## config.mk

```make
export PLATFORM = sky130hd
export DESIGN_NAME = sradd_iter
export DESIGN_NICKNAME = d
export VERILOG_FILES = /design/src/rtl/fp_sp_pkg.sv /design/src/rtl/sp_align_shift.sv /design/src/rtl/sradd_iter.sv
export SDC_FILE = /design/constraint.sdc
export NUM_CORES = 1
export LEC_CHECK = 0
export ABC_AREA = 1
export CORE_MARGIN = 2
export CORE_UTILIZATION = 30
export CTS_BUF_LIST = sky130_fd_sc_hd__clkbuf_2 sky130_fd_sc_hd__clkbuf_4 sky130_fd_sc_hd__clkbuf_8
export CTS_CLUSTER_SIZE = 25
export DETAILED_ROUTE_END_ITERATION = 8
export GPL_ROUTABILITY_DRIVEN = 0
export PLACE_DENSITY_LB_ADDON = 0.25
export SLEW_MARGIN = 10
export SYNTH_ARGS = -nofsm -noshare
export SYNTH_HDL_FRONTEND = slang
export SYNTH_SLANG_ARGS = --single-unit
```

## constraint.sdc

```tcl
create_clock -name clk -period 5 [get_ports clk]
set_input_delay 0.5 -clock clk [delete_from_list [all_inputs] [get_ports clk]]
set_output_delay 0.5 -clock clk [all_outputs]
set_load 0.02 [all_outputs]
```

## src/rtl/fp_sp_pkg.sv

```systemverilog
// Shared single-precision helpers for the SP datapath blocks.
// Holds the IEEE-754 field positions, the special result encodings, the
// FSM state encoding of the iterative adder, and a field packing helper.
package fp_sp_pkg;

    localparam int SIGN    = 31;
    localparam int EXP_HI  = 30;
    localparam int EXP_LO  = 23;
    localparam int MANT_HI = 22;
    localparam int MANT_LO = 0;

    localparam logic [31:0] FP_ZERO = 32'h0000_0000;
    localparam logic [31:0] FP_NAN  = 32'hFFFF_FFFF;
    localparam logic [7:0]  EXP_INF = 8'hFF;

    typedef enum logic [2:0] {
        IDLE  = 3'd0,
        ALIGN = 3'd1,
        ADD   = 3'd2,
        NORM  = 3'd3,
        DONE  = 3'd4
    } state_t;

    function automatic logic [31:0] pack_fp(input logic s, input logic [7:0] e,
                                            input logic [22:0] m);
        return {s, e, m};
    endfunction

endpackage

```

## src/rtl/sp_align_shift.sv

```systemverilog
// Combinational alignment stage of the iterative SP adder.
// Ports:
//   a_i, b_i     : latched SP operands
//   bs_i         : effective sign of b (b[31] ^ sub)
//   special_o    : result is fully decided here (NaN, zero, pass-through)
//   special_z_o  : that decided result
//   swap_o       : 1 when |b| > |a| (b is the larger-magnitude operand)
//   m_big_o      : 24-bit mantissa (hidden one restored) of the larger operand
//   m_small_o    : smaller operand mantissa shifted right by the exponent gap
//   ze_o         : exponent of the larger operand
module sp_align_shift
    import fp_sp_pkg::*;
#(
    parameter int MAX_EDIFF = 24
) (
    input  logic [31:0] a_i,
    input  logic [31:0] b_i,
    input  logic        bs_i,
    output logic        special_o,
    output logic [31:0] special_z_o,
    output logic        swap_o,
    output logic [23:0] m_big_o,
    output logic [23:0] m_small_o,
    output logic [7:0]  ze_o
);

    localparam logic [7:0] MAX_EDIFF_U = 8'(MAX_EDIFF);

    logic [7:0]  ea, eb, e_big, e_small, ediff;
    logic [22:0] fa, fb;
    logic [23:0] m_small_full;
    logic [31:0] a_eff, b_eff;

    always_comb begin
        ea    = a_i[EXP_HI:EXP_LO];
        eb    = b_i[EXP_HI:EXP_LO];
        fa    = a_i[MANT_HI:MANT_LO];
        fb    = b_i[MANT_HI:MANT_LO];
        a_eff = a_i;
        b_eff = {bs_i, b_i[EXP_HI:MANT_LO]};

        // Magnitude order: exponent first, mantissa breaks ties; a wins equality.
        swap_o       = ({eb, fb} > {ea, fa});
        e_big        = swap_o ? eb : ea;
        e_small      = swap_o ? ea : eb;
        m_big_o      = {1'b1, (swap_o ? fb : fa)};
        m_small_full = {1'b1, (swap_o ? fa : fb)};
        ediff        = e_big - e_small;
        // Gaps of 24 and above shift the whole mantissa out (truncation).
        m_small_o    = m_small_full >> ediff;
        ze_o         = e_big;

        special_o   = 1'b1;
        special_z_o = FP_ZERO;
        if (ea == EXP_INF || eb == EXP_INF) begin
            special_z_o = FP_NAN;
        end else if (ea == 8'd0 && eb == 8'd0) begin
            special_z_o = FP_ZERO;
        end else if (ea == 8'd0) begin
            special_z_o = b_eff;
        end else if (eb == 8'd0) begin
            special_z_o = a_eff;
        end else if (ediff > MAX_EDIFF_U) begin
            special_z_o = swap_o ? b_eff : a_eff;
        end else begin
            special_o = 1'b0;
        end
    end

endmodule

```

## src/rtl/sradd_iter.sv

```systemverilog
// Iterative single-precision adder/subtractor with valid/ready handshakes.
// z = a + b (sub=0) or a - b (sub=1); truncating, no denormals, zero on
// underflow, all-ones on overflow or Inf/NaN input. Normalisation shifts
// one bit per cycle, so latency depends on the amount of cancellation.
// Ports:
//   clk, reset            : clock, asynchronous active-high reset
//   in_valid / in_ready   : operand handshake (ready only while idle)
//   a, b, sub             : SP operands and operation select
//   out_valid / out_ready : result handshake; z held until accepted
//   z                     : SP result
module sradd_iter
    import fp_sp_pkg::*;
#(
    parameter int MAX_EDIFF = 24
) (
    input  logic        clk,
    input  logic        reset,
    input  logic        in_valid,
    output logic        in_ready,
    input  logic [31:0] a,
    input  logic [31:0] b,
    input  logic        sub,
    output logic        out_valid,
    input  logic        out_ready,
    output logic [31:0] z
);

    state_t      state_q, state_d;
    logic [31:0] a_q, a_d, b_q, b_d, z_q, z_d;
    logic        bs_q, bs_d;
    logic [23:0] ma_q, ma_d, mb_q, mb_d;
    logic [7:0]  ze_q, ze_d;
    logic        sign_q, sign_d;
    logic        eff_sub_q, eff_sub_d;
    logic        out_valid_q, out_valid_d;

    logic        al_special, al_swap;
    logic [31:0] al_z;
    logic [23:0] al_m_big, al_m_small;
    logic [7:0]  al_ze;
    logic [24:0] sum_w;

    sp_align_shift #(
        .MAX_EDIFF (MAX_EDIFF)
    ) u_align (
        .a_i         (a_q),
        .b_i         (b_q),
        .bs_i        (bs_q),
        .special_o   (al_special),
        .special_z_o (al_z),
        .swap_o      (al_swap),
        .m_big_o     (al_m_big),
        .m_small_o   (al_m_small),
        .ze_o        (al_ze)
    );

    // ma_q always holds the larger magnitude, so the difference never wraps.
    assign sum_w = eff_sub_q ? ({1'b0, ma_q} - {1'b0, mb_q})
                             : ({1'b0, ma_q} + {1'b0, mb_q});

    assign in_ready  = (state_q == IDLE);
    assign out_valid = out_valid_q;
    assign z         = z_q;

    always_ff @(posedge clk or posedge reset) begin
        if (reset) begin
            state_q     <= IDLE;
            a_q         <= '0;
            b_q         <= '0;
            bs_q        <= 1'b0;
            ma_q        <= '0;
            mb_q        <= '0;
            ze_q        <= '0;
            sign_q      <= 1'b0;
            eff_sub_q   <= 1'b0;
            z_q         <= FP_ZERO;
            out_valid_q <= 1'b0;
        end else begin
            state_q     <= state_d;
            a_q         <= a_d;
            b_q         <= b_d;
            bs_q        <= bs_d;
            ma_q        <= ma_d;
            mb_q        <= mb_d;
            ze_q        <= ze_d;
            sign_q      <= sign_d;
            eff_sub_q   <= eff_sub_d;
            z_q         <= z_d;
            out_valid_q <= out_valid_d;
        end
    end

    always_comb begin
        state_d     = state_q;
        a_d         = a_q;
        b_d         = b_q;
        bs_d        = bs_q;
        ma_d        = ma_q;
        mb_d        = mb_q;
        ze_d        = ze_q;
        sign_d      = sign_q;
        eff_sub_d   = eff_sub_q;
        z_d         = z_q;
        out_valid_d = out_valid_q;

        case (state_q)
            IDLE: begin
                if (in_valid) begin
                    a_d     = a;
                    b_d     = b;
                    bs_d    = b[SIGN] ^ sub;
                    state_d = ALIGN;
                end
            end
            ALIGN: begin
                if (al_special) begin
                    z_d     = al_z;
                    state_d = DONE;
                end else begin
                    ma_d      = al_m_big;
                    mb_d      = al_m_small;
                    ze_d      = al_ze;
                    sign_d    = al_swap ? bs_q : a_q[SIGN];
                    eff_sub_d = a_q[SIGN] ^ bs_q;
                    state_d   = ADD;
                end
            end
            ADD: begin
                if (sum_w == 25'd0) begin
                    z_d     = FP_ZERO;
                    state_d = DONE;
                end else if (sum_w[24]) begin
                    if (ze_q == 8'd254) begin
                        z_d     = FP_NAN;
                        state_d = DONE;
                    end else begin
                        ma_d    = sum_w[24:1];
                        ze_d    = ze_q + 8'd1;
                        state_d = NORM;
                    end
                end else begin
                    ma_d    = sum_w[23:0];
                    state_d = NORM;
                end
            end
            NORM: begin
                if (ma_q[23]) begin
                    z_d     = pack_fp(sign_q, ze_q, ma_q[22:0]);
                    state_d = DONE;
                end else begin
                    ma_d = {ma_q[22:0], 1'b0};
                    ze_d = ze_q - 8'd1;
                    // Exponent would reach zero: no denormals, flush to +0.
                    if (ze_q == 8'd1) begin
                        z_d     = FP_ZERO;
                        state_d = DONE;
                    end
                end
            end
            DONE: begin
                // out_valid rises one edge after entering DONE, then holds
                // until the consumer takes the result.
                if (!out_valid_q) begin
                    out_valid_d = 1'b1;
                end else if (out_ready) begin
                    out_valid_d = 1'b0;
                    state_d     = IDLE;
                end
            end
            default: begin
                state_d = IDLE;
            end
        endcase
    end

endmodule
```

==> results of run 1 <==
cells in the final DEF, fill, tap and decap left out, types with 17 or more instances in the layout:
| master | synthesis | routed |
|---|---|---|
| nor2_1 | 86 | 83 |
| dfrtp_1 | 158 | 158 |
| buf_4 | 2 | 33 |
| o21a_1 | 17 | 17 |
| nand4_1 | 24 | 24 |
| nand3_1 | 184 | 184 |
| inv_1 | 180 | 179 |
| a21oi_1 | 159 | 159 |
| clkbuf_8 | 0 | 18 |
| ha_1 | 61 | 60 |
| clkdlybuf4s50_1 | 0 | 102 |
| nand2_1 | 726 | 724 |
| o21ai_0 | 200 | 200 |
| xor2_1 | 30 | 29 |
worst register-to-register path: cells and delay by family, from the launching register on:
| kind | cells | cell delay [ns] |
|---|---|---|
| xor+xnor | 1 | 0.26 |
| buf+inv | 6 | 0.54 |
| fa+ha+maj | 2 | 0.47 |
| simple gates | 8 | 1.20 |
| flops | 1 | 0.41 |
| compound gates | 8 | 1.77 |
worst paths after layout:
path,start,endpoint,slack [ns],cells after the start
hold / removal,z[29]$_DFFE_PP0P_,z[29]$_DFFE_PP0P_,0.49,2
min in group asynchronous,reset,out_valid$_DFFE_PP0N_,0.50,2
max in group asynchronous,reset,mb_q[3]$_DFFE_PP0P_,3.41,3
setup reg to reg,mb_q[0]$_DFFE_PP0P_,z[23]$_DFFE_PP0P_,0.28,25
hold reg to reg,z[29]$_DFFE_PP0P_,z[29]$_DFFE_PP0P_,0.49,2
setup / recovery,mb_q[0]$_DFFE_PP0P_,z[23]$_DFFE_PP0P_,0.28,25
layer usage:
metal	part of all wire (%)	GRT usage, %
met5	0	0
met4	2.5	6.23
met3	8.0	3.45
met2	41	29.5
met1	48	31.3
area by class of cell:
cell class              instances  share of cell area (%)
diodes                          1                  0.0162
clock buffers                  18                    1.60
clock inverters                14                   0.713
inverters                     194                    4.76
multi-input cells            1639                    53.8
flip-flops and latches        158                    25.6
well taps                     592                    4.80
repair buffers                140                    8.75
sequential cells by signal (all words and copies together), names as in the netlist:
| signal | cells |
|---|---|
| out_valid | 1 |
| a_q | 32 |
| eff_sub_q | 1 |
| state_q | 3 |
| bs_q | 1 |
| b_q | 31 |
| z | 32 |
| mb_q | 24 |
| ma_q | 24 |
| sign_q | 1 |
| ze_q | 8 |
kinds of logic (layout without fill, tap and decap cells):
kind of cell | after synthesis | after routing | synth area share (%)
and+or+nand+nor | 1082 | 1082 | 33.9
AOI/OAI and AO/OA | 449 | 449 | 18.5
other | 0 | 1 | 0
buffers and inverters | 304 | 366 | 9.07
adders and majority gates | 62 | 62 | 5.86
xor gates and xnor gates | 46 | 46 | 3.07
DFF | 158 | 158 | 29.6
per-stage QoR:
stage | instances | setup WS (ns)
3_5_place_dp | 2718 | 0.209
2_1_floorplan | 2101 | 0.237
5_1_grt | 2756 | -0.0115
4_1_cts | 2750 | 0.165
3_3_place_gp | 2718 | 0.285
6_report | 2756 | 0.279
what timing repair did:
action | CTS | global route
hold buffers | 0 | 0
setup endpoints to repair | 0 | 71
resized for setup | 0 | 16
setup buffers | 0 | 5
==> impl_metrics.env, run 1 <==
export IMPL_synth_ff_type="dfrtp_1"
export IMPL_place_area_um2=15000
export IMPL_cp_data_required_time_ns=5.40
export IMPL_start_kind="flip-flop"
export IMPL_ys_async_sr_fraction_pct=100
export IMPL_hp_class="reg2reg"
export IMPL_syn_nets=2232
export IMPL_numCtsBuffers=17
export IMPL_hold_slack_ns=0.487
export IMPL_via_per_inst=5.20
export IMPL_drcViolationCount=0
export IMPL_yosysMostFrequentCell="nand2_1"
export IMPL_register_area_um2=3950
export IMPL_max_slew_margin_rel_pct=27.5
export IMPL_synth_enable_flop_cells=0
export IMPL_multi_input_area_um2=8300
export IMPL_ant_nets=0
export IMPL_start_util_pct=30.3
export IMPL_slowest_stage="o21ai_0"
export IMPL_cts_tree="yes"
export IMPL_fillCellCount=4879
export IMPL_synth_top_cell_area_share_pct=29.6
export IMPL_cts_buffer_depth=2
export IMPL_synth_common_cells="nand2_1, o21ai_0, nand3_1, inv_1, a21oi_1"
export IMPL_grt_pass1_vias=12994
export IMPL_yosys_warnings=0
export IMPL_htreeDepth=4
export IMPL_critPathKind="reg2reg"
export IMPL_via_count=14328
export IMPL_synthTopCellsByArea="dfrtp_1, nand2_1, o21ai_0, nand3_1, a21oi_1"
export IMPL_drtPass1Iterations=6
export IMPL_synth_cells=2101
export IMPL_nets=2281
export IMPL_fin_area_um2=15400
export IMPL_dp_hpwl_mm=36.7
export IMPL_grt_max_degree=93
export IMPL_cpPeakStageDelay_ns=0.55
export IMPL_grtUsageTotal_pct=20.6
export IMPL_critPathArrivalTime_ns=5.12
export IMPL_post_drt_wl_per_cell_um=17.5
export IMPL_grt_overflow_total=0
export IMPL_post_route_period_util_pct=94.4
export IMPL_setup_viol=0
export IMPL_synth_largest_area_cell="dfrtp_1"
export IMPL_boundaryPins=103
export IMPL_drt_iter0_markers=1548
export IMPL_grt_pass1_wl_mm=74.6
export IMPL_fin_crit_ns=4.72
export IMPL_num_rows=77
export IMPL_ys_seq_area_share_pct=29.6
export IMPL_synth_distinct_cells=57
export IMPL_path_clk_slew_ns=0.09
export IMPL_cp_buffers_inverters=6
export IMPL_portBuffers=102
export IMPL_cts_root_buf="clkbuf_8"
export IMPL_wirelength_mm=48.3
export IMPL_avgSynthCellArea_um2=6.36
export IMPL_drv_slew=0
export IMPL_antenna_found_initial=1
export IMPL_tns_ns=0
export IMPL_coreArea_um2=44100
export IMPL_final_util_pct=35.0
export IMPL_clkSinkCount=158
export IMPL_dieArea_um2=46300
export IMPL_area_growth_pct=15.5
export IMPL_tightest_slew_ns=1.08
export IMPL_outcome="finished, final reports clean"
export IMPL_die_h_um=215
export IMPL_die_w_um=215
export IMPL_insertion_delay_ns=0.51
export IMPL_cp_max_fo=10
export IMPL_end_kind="flip-flop"
export IMPL_crit_family="compound AO/OA/AOI/OAI gates"
export IMPL_layout_drive_gt1_share_pct=6.06
export IMPL_max_freq_mhz=212
export IMPL_hold_viol=0
export IMPL_finClkSkew_ns=0.0207
export IMPL_cpMostUsedCell="inv_1"
export IMPL_synth_area_um2=13400
export IMPL_ys_ff_latch=158
export IMPL_drv_cap=0
Power of run 1 is left out: the tool's default activity adds up to more than one toggle a clock period on the data nets, which glitch-free logic cannot reach.
==> inputs of run 2 (changes only) <==
--- a/config.mk
+++ b/config.mk
@@ -9,6 +9,7 @@
 export CORE_MARGIN = 2
 export CORE_UTILIZATION = 30
 export CTS_BUF_LIST = sky130_fd_sc_hd__clkbuf_2 sky130_fd_sc_hd__clkbuf_4 sky130_fd_sc_hd__clkbuf_8
+export CTS_CLUSTER_DIAMETER = 80
 export CTS_CLUSTER_SIZE = 25
 export DETAILED_ROUTE_END_ITERATION = 8
 export GPL_ROUTABILITY_DRIVEN = 0
==> constraint.sdc (replaced) <==
create_clock -name clk -period 5.5 [get_ports clk]
set_input_delay 0.55 -clock clk [delete_from_list [all_inputs] [get_ports clk]]
set_output_delay 0.55 -clock clk [all_outputs]
set_load 0.02 [all_outputs]
==> impl_metrics.env, run 2 (synthesis gave the netlist of run 1 again) <==
export IMPL_outcome="finished, final reports clean"
export IMPL_drt_met1_wl_mm=23.3
export IMPL_reg2regPathDepth=27
export IMPL_post_route_period_util_pct=90.5
export IMPL_r2r_setup_slack_ns=0.52
export IMPL_die_h_um=215
export IMPL_cts_root_buf="clkbuf_8"
export IMPL_grt_setup_unrepaired="no"
export IMPL_area_growth_pct=14.4
export IMPL_end_kind="flip-flop"
export IMPL_numCtsBuffers=17
export IMPL_via_per_inst=5.22
export IMPL_max_slew_margin_rel_pct=36.1
export IMPL_wirelength_mm=48.3
export IMPL_dieArea_um2=46300
export IMPL_critPathKind="reg2reg"
export IMPL_tns_ns=0
export IMPL_start_util_pct=30.3
export IMPL_drv_slew=0
export IMPL_dp_cells=2713
export IMPL_multi_input_area_um2=8230
export IMPL_grt_pass1_vias=13149
export IMPL_fin_crit_ns=4.98
export IMPL_boundaryPins=103
export IMPL_dr_max_layer_used="met4"
export IMPL_num_rows=77
export IMPL_drt_iter0_markers=1529
export IMPL_register_area_um2=3950
export IMPL_die_w_um=215
export IMPL_critPathArrivalTime_ns=5.38
export IMPL_layout_drive_gt1_share_pct=5.11
export IMPL_wl_met2_mm=20.3
export IMPL_r2r_start="mb_q[0]$_DFFE_PP0P_"
export IMPL_dp_hpwl_mm=36.7
export IMPL_max_freq_mhz=201
export IMPL_tightest_slew_ns=0.949
export IMPL_htreeDepth=4
export IMPL_hold_start="z[7]$_DFFE_PP0P_"
export IMPL_start_kind="flip-flop"
export IMPL_hold_viol=0
export IMPL_cp_max_fo=32
export IMPL_coreArea_um2=44100
export IMPL_cts_setup_buffers=0
export IMPL_cp_data_required_time_ns=5.91
export IMPL_fin_cells=2746
export IMPL_hold_path_depth=2
export IMPL_grt_overflow_total=0
export IMPL_post_drt_wl_per_cell_um=17.6
export IMPL_grtUsageTotal_pct=20.8
export IMPL_cts_buffer_depth=2
export IMPL_via_count=14326
export IMPL_hp_class="reg2reg"
export IMPL_portBuffers=102
export IMPL_setup_viol=0
export IMPL_finClkSkew_ns=0.0228
export IMPL_drcViolationCount=0
export IMPL_final_common_cell="nand2_1"
export IMPL_hold_end="z[7]$_DFFE_PP0P_"
export IMPL_insertion_delay_ns=0.51
export IMPL_fillCellCount=4916
export IMPL_drtPass1Iterations=6
export IMPL_path_clk_slew_ns=0.10
export IMPL_cts_tree="yes"
export IMPL_wl_met3_mm=3.82
export IMPL_nets=2271
export IMPL_final_cell_mix="nand2_1, o21ai_0, nand3_1, inv_1, a21oi_1"
export IMPL_grt_pass1_wl_mm=75.8
export IMPL_drv_cap=0
export IMPL_r2r_end="z[21]$_DFFE_PP0P_"
export IMPL_grt_max_degree=93
export IMPL_antenna_found_initial=1
export IMPL_clkSinkCount=158
export IMPL_ant_nets=0
## run 2: changes by cell type in the layout (fill, tap and decap cells not counted), moves of 3 or more
cell and delta:
buf_4 -6, inv_6 +4, nor3_1 +4, nor3_2 -4, clkinv_4 -3
## run 2: worst max path at each step
stage | to | cells past startpoint | slack, ns | start
after floorplan | a_q[0]$_DFFE_PP0P_ | 1 | 0.69 | reset
after global placement | z[14]$_DFFE_PP0P_ | 32 | 0.49 | mb_q[1]$_DFFE_PP0P_
after detailed placement | z[6]$_DFFE_PP0P_ | 32 | 0.36 | mb_q[2]$_DFFE_PP0P_
after CTS | z[7]$_DFFE_PP0P_ | 32 | 0.31 | mb_q[1]$_DFFE_PP0P_
after global routing | z[8]$_DFFE_PP0P_ | 32 | 0.02 | mb_q[1]$_DFFE_PP0P_
final | z[21]$_DFFE_PP0P_ | 27 | 0.52 | mb_q[0]$_DFFE_PP0P_
## run 2: area by class of cell
| class | count | share of cell area, % |
|---|---|---|
| clock buffers | 17 | 1.53 |
| diodes | 1 | 0.0164 |
| repair buffers | 130 | 8.13 |
| inverters | 194 | 4.86 |
| well taps | 592 | 4.84 |
| flip-flops and latches | 158 | 25.9 |
| multi-input cells | 1639 | 53.8 |
| clock inverters | 15 | 0.957 |
## run 2: metal layers
metal	up-vias	global-route usage [%]
met5	-	0
met4	0	5.13
met3	45	3.33
met2	545	30.7
met1	6748	31.5
li1	6988	-
## run 2: worst max-delay path, stage by stage, from the launching register on
cell	delay, ns
dfrtp_1	0.43
inv_1	0.10
ha_1	0.19
nand2_1	0.12
nor4_1	0.34
nand4_1	0.15
nor4_1	0.29
nor2_1	0.12
xor2_1	0.18
ha_1	0.35
a21oi_1	0.14
o21ai_0	0.10
a21oi_1	0.18
nand3_1	0.17
nand3_1	0.10
nand2_1	0.08
a31oi_1	0.22
o21ai_0	0.15
or2_2	0.30
a21oi_1	0.18
nand4_1	0.15
nand2_1	0.13
inv_1	0.06
buf_4	0.24
a21oi_1	0.15
nand2_1	0.12
nand2_1	0.10
nand2_1	0.05
## run 2: repair_timing
item                       in CTS  in global routing
hold buffers                    0                  0
setup endpoints to repair       0                 64
gates resized for setup         0                  6
## run 2: stage by stage
step | hold WS (ns) | area (um2) | utilization, % | setup WS (ns)
6_report | 0.493 | 15300 | 34.7 | 0.522
4_1_cts | 0.491 | 15300 | 34.6 | 0.311
5_1_grt | 0.509 | 15300 | 34.7 | 0.0229
3_3_place_gp | 0.465 | 14900 | 33.8 | 0.494
2_1_floorplan | 0.453 | 13400 | - | 0.687
3_5_place_dp | 0.467 | 14900 | 33.8 | 0.358
Power of run 2 is left out for the same reason.
